**src/rtl/axis_iter_div.sv**
```systemverilog
// Iterative radix-2 restoring divider behind a two-operand / one-result AXI-Stream interface.
// Result word is {quotient, remainder}; SIGNED selects two's-complement or unsigned divide.
// Optional macro AXIS_DIV_EARLY_OUT_EN: skip the iteration when the divisor is zero or the
// dividend magnitude is below the divisor magnitude (result is unchanged, latency drops to 2).
module axis_iter_div #(
   parameter int unsigned WIDTH  = 32,
   parameter bit          SIGNED = 1'b1
) (
   input  logic               clk,
   input  logic               reset,
   input  logic               s_axis_dividend_tvalid,
   output logic               s_axis_dividend_tready,
   input  logic [WIDTH-1:0]   s_axis_dividend_tdata,
   input  logic               s_axis_divisor_tvalid,
   output logic               s_axis_divisor_tready,
   input  logic [WIDTH-1:0]   s_axis_divisor_tdata,
   output logic               m_axis_dout_tvalid,
   output logic [2*WIDTH-1:0] m_axis_dout_tdata
);

   localparam int unsigned CNT_W = (WIDTH > 1) ? $clog2(WIDTH) : 1;

   typedef enum logic [1:0] {IDLE, LOAD, CALC, DONE} state_t;

   state_t             state_q, state_d;
   logic               held_a_q, held_a_d, held_b_q, held_b_d;
   logic               rdy_a_q, rdy_a_d, rdy_b_q, rdy_b_d;
   logic [WIDTH-1:0]   a_q, a_d, b_q, b_d;
   logic [WIDTH-1:0]   quo_q, quo_d, rem_q, rem_d, div_q, div_d;
   logic               sign_q_q, sign_q_d, sign_r_q, sign_r_d;
   logic [CNT_W-1:0]   cnt_q, cnt_d;
   logic               tvalid_q, tvalid_d;
   logic [2*WIDTH-1:0] tdata_q, tdata_d;

   logic               fire_a, fire_b;
   logic               neg_a, neg_b, sq, sr;
   logic [WIDTH-1:0]   mag_a, mag_b;
   logic [WIDTH:0]     shifted, diff;
   logic [WIDTH-1:0]   quo_step, rem_step;

   // Apply the quotient/remainder sign correction to unsigned magnitudes.
   function automatic logic [2*WIDTH-1:0] fixup(input logic [WIDTH-1:0] q,
                                                input logic [WIDTH-1:0] r,
                                                input logic             neg_q,
                                                input logic             neg_r);
      logic [WIDTH-1:0] qo, ro;
      qo = neg_q ? (WIDTH'(0) - q) : q;
      ro = neg_r ? (WIDTH'(0) - r) : r;
      return {qo, ro};
   endfunction

   // Operand handshakes, magnitudes and one restoring-division step.
   always_comb begin
      fire_a   = s_axis_dividend_tvalid & rdy_a_q;
      fire_b   = s_axis_divisor_tvalid & rdy_b_q;
      neg_a    = SIGNED & a_q[WIDTH-1];
      neg_b    = SIGNED & b_q[WIDTH-1];
      mag_a    = neg_a ? (WIDTH'(0) - a_q) : a_q;
      mag_b    = neg_b ? (WIDTH'(0) - b_q) : b_q;
      sq       = neg_a ^ neg_b;
      sr       = neg_a;
      // Remainder is always below the divisor, so the difference fits WIDTH+1 signed bits.
      shifted  = {rem_q, quo_q[WIDTH-1]};
      diff     = shifted - {1'b0, div_q};
      quo_step = {quo_q[WIDTH-2:0], ~diff[WIDTH]};
      rem_step = diff[WIDTH] ? shifted[WIDTH-1:0] : diff[WIDTH-1:0];
   end

   // Next-state and datapath update.
   always_comb begin
      state_d  = state_q;
      held_a_d = held_a_q;
      held_b_d = held_b_q;
      a_d      = a_q;
      b_d      = b_q;
      quo_d    = quo_q;
      rem_d    = rem_q;
      div_d    = div_q;
      sign_q_d = sign_q_q;
      sign_r_d = sign_r_q;
      cnt_d    = cnt_q;
      tvalid_d = 1'b0;
      tdata_d  = tdata_q;
      case (state_q)
         IDLE: begin
            if (fire_a) begin
               a_d      = s_axis_dividend_tdata;
               held_a_d = 1'b1;
            end
            if (fire_b) begin
               b_d      = s_axis_divisor_tdata;
               held_b_d = 1'b1;
            end
            if (held_a_d && held_b_d) state_d = LOAD;
         end
         LOAD: begin
            quo_d    = mag_a;
            div_d    = mag_b;
            rem_d    = '0;
            cnt_d    = '0;
            sign_q_d = sq;
            sign_r_d = sr;
            state_d  = CALC;
`ifdef AXIS_DIV_EARLY_OUT_EN
            if ((mag_b == '0) || (mag_a < mag_b)) begin
               state_d  = DONE;
               tvalid_d = 1'b1;
               tdata_d  = fixup((mag_b == '0) ? '1 : '0, mag_a, sq, sr);
            end
`endif
         end
         CALC: begin
            quo_d = quo_step;
            rem_d = rem_step;
            cnt_d = cnt_q + CNT_W'(1);
            if (cnt_q == CNT_W'(WIDTH - 1)) begin
               state_d  = DONE;
               tvalid_d = 1'b1;
               tdata_d  = fixup(quo_step, rem_step, sign_q_q, sign_r_q);
            end
         end
         DONE: begin
            state_d  = IDLE;
            held_a_d = 1'b0;
            held_b_d = 1'b0;
         end
         default: state_d = IDLE;
      endcase
      rdy_a_d = (state_d == IDLE) & ~held_a_d;
      rdy_b_d = (state_d == IDLE) & ~held_b_d;
   end

   // State and datapath registers.
   always_ff @(posedge clk) begin
      if (reset) begin
         state_q  <= IDLE;
         held_a_q <= 1'b0;
         held_b_q <= 1'b0;
         rdy_a_q  <= 1'b1;
         rdy_b_q  <= 1'b1;
         a_q      <= '0;
         b_q      <= '0;
         quo_q    <= '0;
         rem_q    <= '0;
         div_q    <= '0;
         sign_q_q <= 1'b0;
         sign_r_q <= 1'b0;
         cnt_q    <= '0;
         tvalid_q <= 1'b0;
         tdata_q  <= '0;
      end else begin
         state_q  <= state_d;
         held_a_q <= held_a_d;
         held_b_q <= held_b_d;
         rdy_a_q  <= rdy_a_d;
         rdy_b_q  <= rdy_b_d;
         a_q      <= a_d;
         b_q      <= b_d;
         quo_q    <= quo_d;
         rem_q    <= rem_d;
         div_q    <= div_d;
         sign_q_q <= sign_q_d;
         sign_r_q <= sign_r_d;
         cnt_q    <= cnt_d;
         tvalid_q <= tvalid_d;
         tdata_q  <= tdata_d;
      end
   end

   assign s_axis_dividend_tready = rdy_a_q;
   assign s_axis_divisor_tready  = rdy_b_q;
   assign m_axis_dout_tvalid     = tvalid_q;
   assign m_axis_dout_tdata      = tdata_q;

endmodule

```
**config.mk**
```make
export PLATFORM = sky130hd
export DESIGN_NAME = axis_iter_div
export DESIGN_NICKNAME = d
export VERILOG_FILES = /design/src/rtl/axis_iter_div.sv
export SDC_FILE = /design/constraint.sdc
export NUM_CORES = 1
export LEC_CHECK = 0
export ABC_AREA = 1
export BUFFER_PORTS_ARGS = -buffer_cell sky130_fd_sc_hd__buf_2
export CORE_MARGIN = 2
export CORE_UTILIZATION = 55
export CTS_CLUSTER_DIAMETER = 50
export DETAILED_ROUTE_END_ITERATION = 8
export HOLD_SLACK_MARGIN = 0.05
export PLACE_DENSITY_LB_ADDON = 0.3
export SYNTH_ARGS = -nofsm -noshare
export SYNTH_HDL_FRONTEND = slang
export SYNTH_SLANG_ARGS = --single-unit
```
**constraint.sdc**
```tcl
create_clock -name clk -period 4.6 [get_ports clk]
set_input_delay 0.46 -clock clk [delete_from_list [all_inputs] [get_ports clk]]
set_output_delay 0.46 -clock clk [all_outputs]
set_load 0.02 [all_outputs]
```
==> run_results.csv, run 1 <==
group,metric,value,unit
die,start_util,56.0,%
clocking,cts_tree,"yes",
layout,layout_common_cells,"nand2_1 (611), inv_1 (388), nor2_1 (243)",
worst_setup_path,critPathCaptureType,"register",
detailed_routing,vias,15400,
worst_setup_path,r2r_slack,0.45,ns
worst_setup_path,max_stage_delay,0.40,ns
layout,area_growth,12.1,%
logic_synthesis,synth_top_flop_cell,"dfxtp_1",
detailed_routing,drc,0,
placed_design,hpwl,33.9,mm
clocking,clock_latency,0.57,ns
detailed_routing,detail-route-antenna-nets,0,
timing,hold_violations,0,
worst_setup_path,rr_startpoint,"quo_q[31]",
worst_setup_path,arrival,4.61,ns
logic_synthesis,synth.area.top_cells,"dfxtp_1 (32%), nand2_1 (15%), inv_1 (9.7%)",
logic_synthesis,synth_top_area_share,31.7,%
logic_synthesis,ys_ff_latch,238,
worst_setup_path,endpoint,"m_axis_dout_tdata[60]",
layout,layout.nets,2597,
logic_synthesis,synth_area,15000,um2
layout,drive_above_1_share,10.5,%
timing,fin_tns_setup,0,ns
worst_setup_path,slowest_stage,"fa_1",
clocking,numClockSinks,238,
logic_synthesis,synth_cells,2403,
detailed_routing,firstDrtPassIters,6,
grt,grt_overflow_total,0,
timing,timing.final.crit_period,4.15,ns
placed_design,globalplace.congestion,0.952,
worst_setup_path,startpoint_type,"register",
logic_synthesis,ys_seq_area_share,31.7,%
logic_synthesis,syn_area_per_cell,6.26,um2
die,ioPinCount,135,
clocking,clockRootBuffer,"clkbuf_16",
worst_hold_path,holdPathStages,3,
worst_setup_path,r2r_cells,28,
run,drv_cap,0,
logic_synthesis,synth.net_count,2514,
grt,grt_max_degree,95,
detailed_routing,avgViaCountPerCell,5.41,
clocking,clk_pin_slew,0.06,ns
die,chipWidth,169,um
layout,diodes,0,
timing,relSlewSlack,30.3,%
worst_setup_path,critPathMaxFanout,7,
logic_synthesis,yosysUniqueCellTypes,50,
layout,fillers,2566,
timing,setup_viol,0,
layout,utilization,62.7,%
die,dieHeight,169,um
grt,grt_pass1_wl,72.5,mm
logic_synthesis,ys_warn_count,0,
worst_setup_path,crit_path_start,"quo_q[31]",
die,core,26900,um2
worst_setup_path,r2r-end,"m_axis_dout_tdata[60]",
worst_setup_path,worstPathRequired,5.07,ns
grt,grt_pass1_vias,14300,
layout,final_common_cell,"nand2_1",
detailed_routing,wirelength,45.0,mm
detailed_routing,wire_per_inst,15.8,um
logic_synthesis,synth_top_cell_by_area,"dfxtp_1",
grt,grtUsageTotal,31.1,%
timing,worstMarginPinSlew,1.05,ns
timing,drv_slew,0,
placed_design,port_buffers,134,
run_status,status,"complete, no violations",
logic_synthesis,synth-edff-count,0,
timing,finalCritPeriodShare,90.2,%
detailed_routing,drtIter0Drc,1338,
clocking,cts_buffers,28,
die,fp-row-count,60,
clocking,htreeDepth,1,
timing,fin_skew,0.0348,ns
clocking,clk_path_buf_depth,3,
grt,antenna_found_initial,0,
die,dieArea,28700,um2
timing,rsz0062_at_grt,"no",
worst_setup_path,crit_type,"register to register",
logic_synthesis,async_reset_ff_share,0,%
worst_hold_path,hold_class,"input port to register",
timing,max_freq,241,MHz
clocking,post_cts_buffers,0,
==> cell usage after synthesis (3+ instances only) <==
cell	count
a21o_1	4
a21oi_1	190
a31oi_1	30
and2_1	3
buf_1	9
buf_2	6
buf_6	3
clkbuf_1	75
dfxtp_1	238
ha_1	42
inv_1	390
inv_2	3
nand2_1	611
nand2_2	26
nand2_4	6
nand3_1	127
nand3b_1	11
nand4_1	19
nor2_1	243
nor2_2	13
nor3_1	19
nor4_1	11
o211ai_1	13
o21ai_0	153
o21ai_1	14
o21ai_2	7
o21bai_1	4
o221ai_1	24
o22ai_1	22
xnor2_1	8
xor2_1	52
==> what timing repair did <==
| item | in CTS | in global routing |
|---|---|---|
| setup endpoints to repair | 0 | 2 |
| gates resized for setup | 0 | 2 |
| hold endpoints to repair | 0 | 0 |
| hold buffers | 0 | 0 |
==> flip-flops by register name, indices dropped and copies added (netlist names) <==
signal and count:
sign_r_q 1, m_axis_dout_tvalid 1, sign_q_q 1, b_q 32, m_axis_dout_tdata 64, cnt_q 5
state_q 2, s_axis_divisor_tready 1, held_b_q 1, quo_q 32, s_axis_dividend_tready 1, div_q 32
held_a_q 1, rem_q 32, a_q 32
==> area by class of cell <==
class / instances / area (um2) / area share (%)
Clock buffer: 45 / 845 / 5.01
Sequential cell: 238 / 4760 / 28.3
Multi-Input combinational cell: 1675 / 8410 / 49.9
Tap cell: 341 / 427 / 2.53
Timing Repair Buffer: 149 / 798 / 4.73
Inverter: 394 / 1480 / 8.78
Clock inverter: 6 / 138 / 0.816
==> cells by family after synthesis <==
logic type	Yosys count	share of synthesized area (%)
XOR/XNOR	60	3.49
AO/OA/AOI/OAI	471	17.5
adder cells (fa/ha/maj)	43	3.63
buffers and inverters	490	12.6
flip-flops	238	31.7
AND/OR/NAND/NOR	1101	31.1
==> stage by stage <==
stage                     setup slack, ns  area, um2  hold WS (ns)  instances
after floorplan                     0.666      15000         0.445       2403
after global placement              0.476      15900         0.456       2797
after detailed placement            0.395      15900         0.459       2797
after CTS                           0.330      16900         0.146       2848
after global routing               0.0279      16900         0.170       2848
final                               0.452      16900         0.164       2848
==> metal layers <==
layer	global-route usage [%]	vias to the layer above	share of wire, %
met5	0	-	0
met4	11.6	0	4.2
met3	3.92	108	5.9
met1	41.2	6927	44
li1	-	7840	-
met2	51.9	537	46
==> worst max-delay path, delay by kind of cell, from the launching register on <==
family,cells,cell delay [ns]
and+or+nand+nor,18,2.09
adders and majority gates,3,0.80
DFF,1,0.37
AOI/OAI and AO/OA,2,0.34
buffers and inverters,4,0.33
xor gates and xnor gates,1,0.08
==> how the worst min path moves through the flow <==
stage           endpoint                       from  slack (ns)
2_1_floorplan  div_q[31]                  div_q[31]        0.45
3_3_place_gp    cnt_q[4]                   cnt_q[4]        0.46
3_5_place_dp   div_q[31]                  div_q[31]        0.46
4_1_cts          a_q[10]  s_axis_dividend_tdata[10]        0.15
5_1_grt           a_q[6]   s_axis_dividend_tdata[6]        0.17
6_report         a_q[30]  s_axis_dividend_tdata[30]        0.16
Power of run 1 is not shown: default switching activity piles up to over one toggle a cycle in this logic, so the estimate is an artifact.
==> inputs of run 2 (changes only) <==
--- a/config.mk
+++ b/config.mk
@@ -7,8 +7,10 @@
 export LEC_CHECK = 0
 export ABC_AREA = 1
 export BUFFER_PORTS_ARGS = -buffer_cell sky130_fd_sc_hd__buf_2
+export CELL_PAD_IN_SITES_DETAIL_PLACEMENT = 0
+export CELL_PAD_IN_SITES_GLOBAL_PLACEMENT = 1
 export CORE_MARGIN = 2
-export CORE_UTILIZATION = 55
+export CORE_UTILIZATION = 43
 export CTS_CLUSTER_DIAMETER = 50
 export DETAILED_ROUTE_END_ITERATION = 8
 export HOLD_SLACK_MARGIN = 0.05
==> run_results.csv, run 2 (same netlist as run 1, synthesis figures left out) <==
group,metric,value,unit
run_status,status,"complete, no violations",
timing,rsz0062_at_grt,"no",
placed_design,dp_slack,0.485,ns
clocking,cts_tree,"yes",
clocking,cts_buffers,34,
placed_design,dp_cells,2911,
layout,drive_above_1_share,11.1,%
grt,grt_pass1_vias,14200,
timing,setup_viol,0,
die,core,34500,um2
detailed_routing,drtIter0Drc,977,
grt,grtUsageTotal,25.6,%
worst_hold_path,hp-start,"s_axis_divisor_tdata[16]",
placed_design,port_buffers,134,
timing,fin_skew,0.0220,ns
layout,largest_reg_flops,64,
worst_hold_path,holdPathStages,3,
layout,area_growth,14.5,%
worst_setup_path,slowest_stage,"fa_1",
timing,max_freq,244,MHz
die,dieArea,36500,um2
timing,relSlewSlack,27.2,%
layout,layout_common_cells,"nand2_1 (611), inv_1 (388), nor2_1 (243)",
detailed_routing,drc,0,
worst_setup_path,rr_startpoint,"quo_q[31]",
worst_setup_path,critPathMaxFanout,7,
run,drv_cap,0,
die,fp-row-count,68,
clocking,post_cts_buffers,0,
timing,fin_ws,0.499,ns
die,ioPinCount,135,
die,start_util,43.7,%
grt,antenna_found_initial,1,
worst_setup_path,r2r-end,"m_axis_dout_tdata[60]",
layout,diodes,0,
placed_design,hpwl,36.1,mm
timing,timing.final.crit_period,4.10,ns
clocking,htreeDepth,2,
clocking,clockRootBuffer,"clkbuf_16",
detailed_routing,wire_per_inst,15.7,um
timing,drv_slew,0,
worst_hold_path,hold_class,"input port to register",
layout,fillers,3596,
die,chipWidth,191,um
grt,grt_overflow_total,0,
worst_setup_path,arrival,4.52,ns
timing,hold_violations,0,
detailed_routing,wirelength,46.6,mm
layout,seq_area,4760,um2
grt,grt_max_degree,102,
clocking,clk_path_buf_depth,3,
timing,finalCritPeriodShare,89.1,%
worst_setup_path,r2r_slack,0.50,ns
timing,worstMarginPinSlew,1.09,ns
grt,grt_pass1_wl,74.1,mm
clocking,clk_pin_slew,0.06,ns
timing,fin_tns_setup,0,ns
detailed_routing,avgViaCountPerCell,5.08,
layout,multiInputGateArea,8410,um2
layout,final_common_cell,"nand2_1",
clocking,clock_latency,0.53,ns
worst_setup_path,critPathCaptureType,"register",
clocking,numClockSinks,238,
worst_setup_path,worstPathRequired,5.02,ns
layout,layout.nets,2603,
worst_setup_path,r2r_cells,28,
worst_hold_path,whs_endpoint,"b_q[16]",
die,dieHeight,191,um
worst_setup_path,startpoint_type,"register",
worst_setup_path,crit_type,"register to register",
detailed_routing,detail-route-antenna-nets,0,
detailed_routing,vias,15100,
worst_setup_path,max_stage_delay,0.41,ns
detailed_routing,firstDrtPassIters,6,
placed_design,globalplace.congestion,0.928,
layout,fin_cells,2971,
==> run 2: cell count changes in the layout (fill, tap and decap cells not counted), moves of 2 or more <==
cell	before	now
clkinv_4	0	2
clkbuf_16	28	35
clkbuf_1	9	3
clkbuf_8	8	4
clkinvlp_4	0	5
clkinv_2	2	4
==> run 2: layer usage <==
metal,track usage (%),share of wire (%)
met4,11.2,4.0
met5,0,0.019
met1,33.4,46
met2,42.1,46
met3,3.56,4.6
==> run 2: cell type report <==
type                    instances  share of cell area (%)
clock buffers                  42                    5.47
clock inverters                18                    1.41
inverters                     394                    8.60
multi-input cells            1675                    48.8
flip-flops and latches        238                    27.7
well taps                     455                    3.31
repair buffers                149                    4.71
==> run 2: timing repair <==
action,CTS,global route
gates resized for setup,0,2
hold endpoints to repair,0,0
setup endpoints to repair,0,2
hold buffers,0,0
==> run 2: how the worst max path moves through the flow <==
stage / slack [ns] / cells past startpoint / end / startpoint
2_1_floorplan: 0.67 / 30 / m_axis_dout_tdata[60] / quo_q[31]
3_3_place_gp: 0.52 / 28 / m_axis_dout_tdata[60] / quo_q[31]
3_5_place_dp: 0.48 / 28 / m_axis_dout_tdata[60] / quo_q[31]
4_1_cts: 0.44 / 28 / m_axis_dout_tdata[60] / quo_q[31]
5_1_grt: 0.01 / 28 / m_axis_dout_tdata[60] / quo_q[31]
6_report: 0.50 / 28 / m_axis_dout_tdata[60] / quo_q[31]
==> run 2: through the flow <==
stage / util [%] / area, um2 / hold WS, ns
after floorplan: - / 15000 / 0.445
after global placement: 46.5 / 16000 / 0.457
after detailed placement: 46.5 / 16000 / 0.472
after CTS: 49.9 / 17200 / 0.186
after global routing: 50.0 / 17200 / 0.213
final: 50.0 / 17200 / 0.203
==> run 2: worst max-delay path: cells and delay by family, from the launching register on <==
family	cells	cell delay (ns)
AOI/OAI and AO/OA	2	0.31
DFF	1	0.36
and+or+nand+nor	18	2.11
xor gates and xnor gates	1	0.08
buffers and inverters	4	0.34
adders and majority gates	3	0.80
Power of run 2 is left out for the same reason.
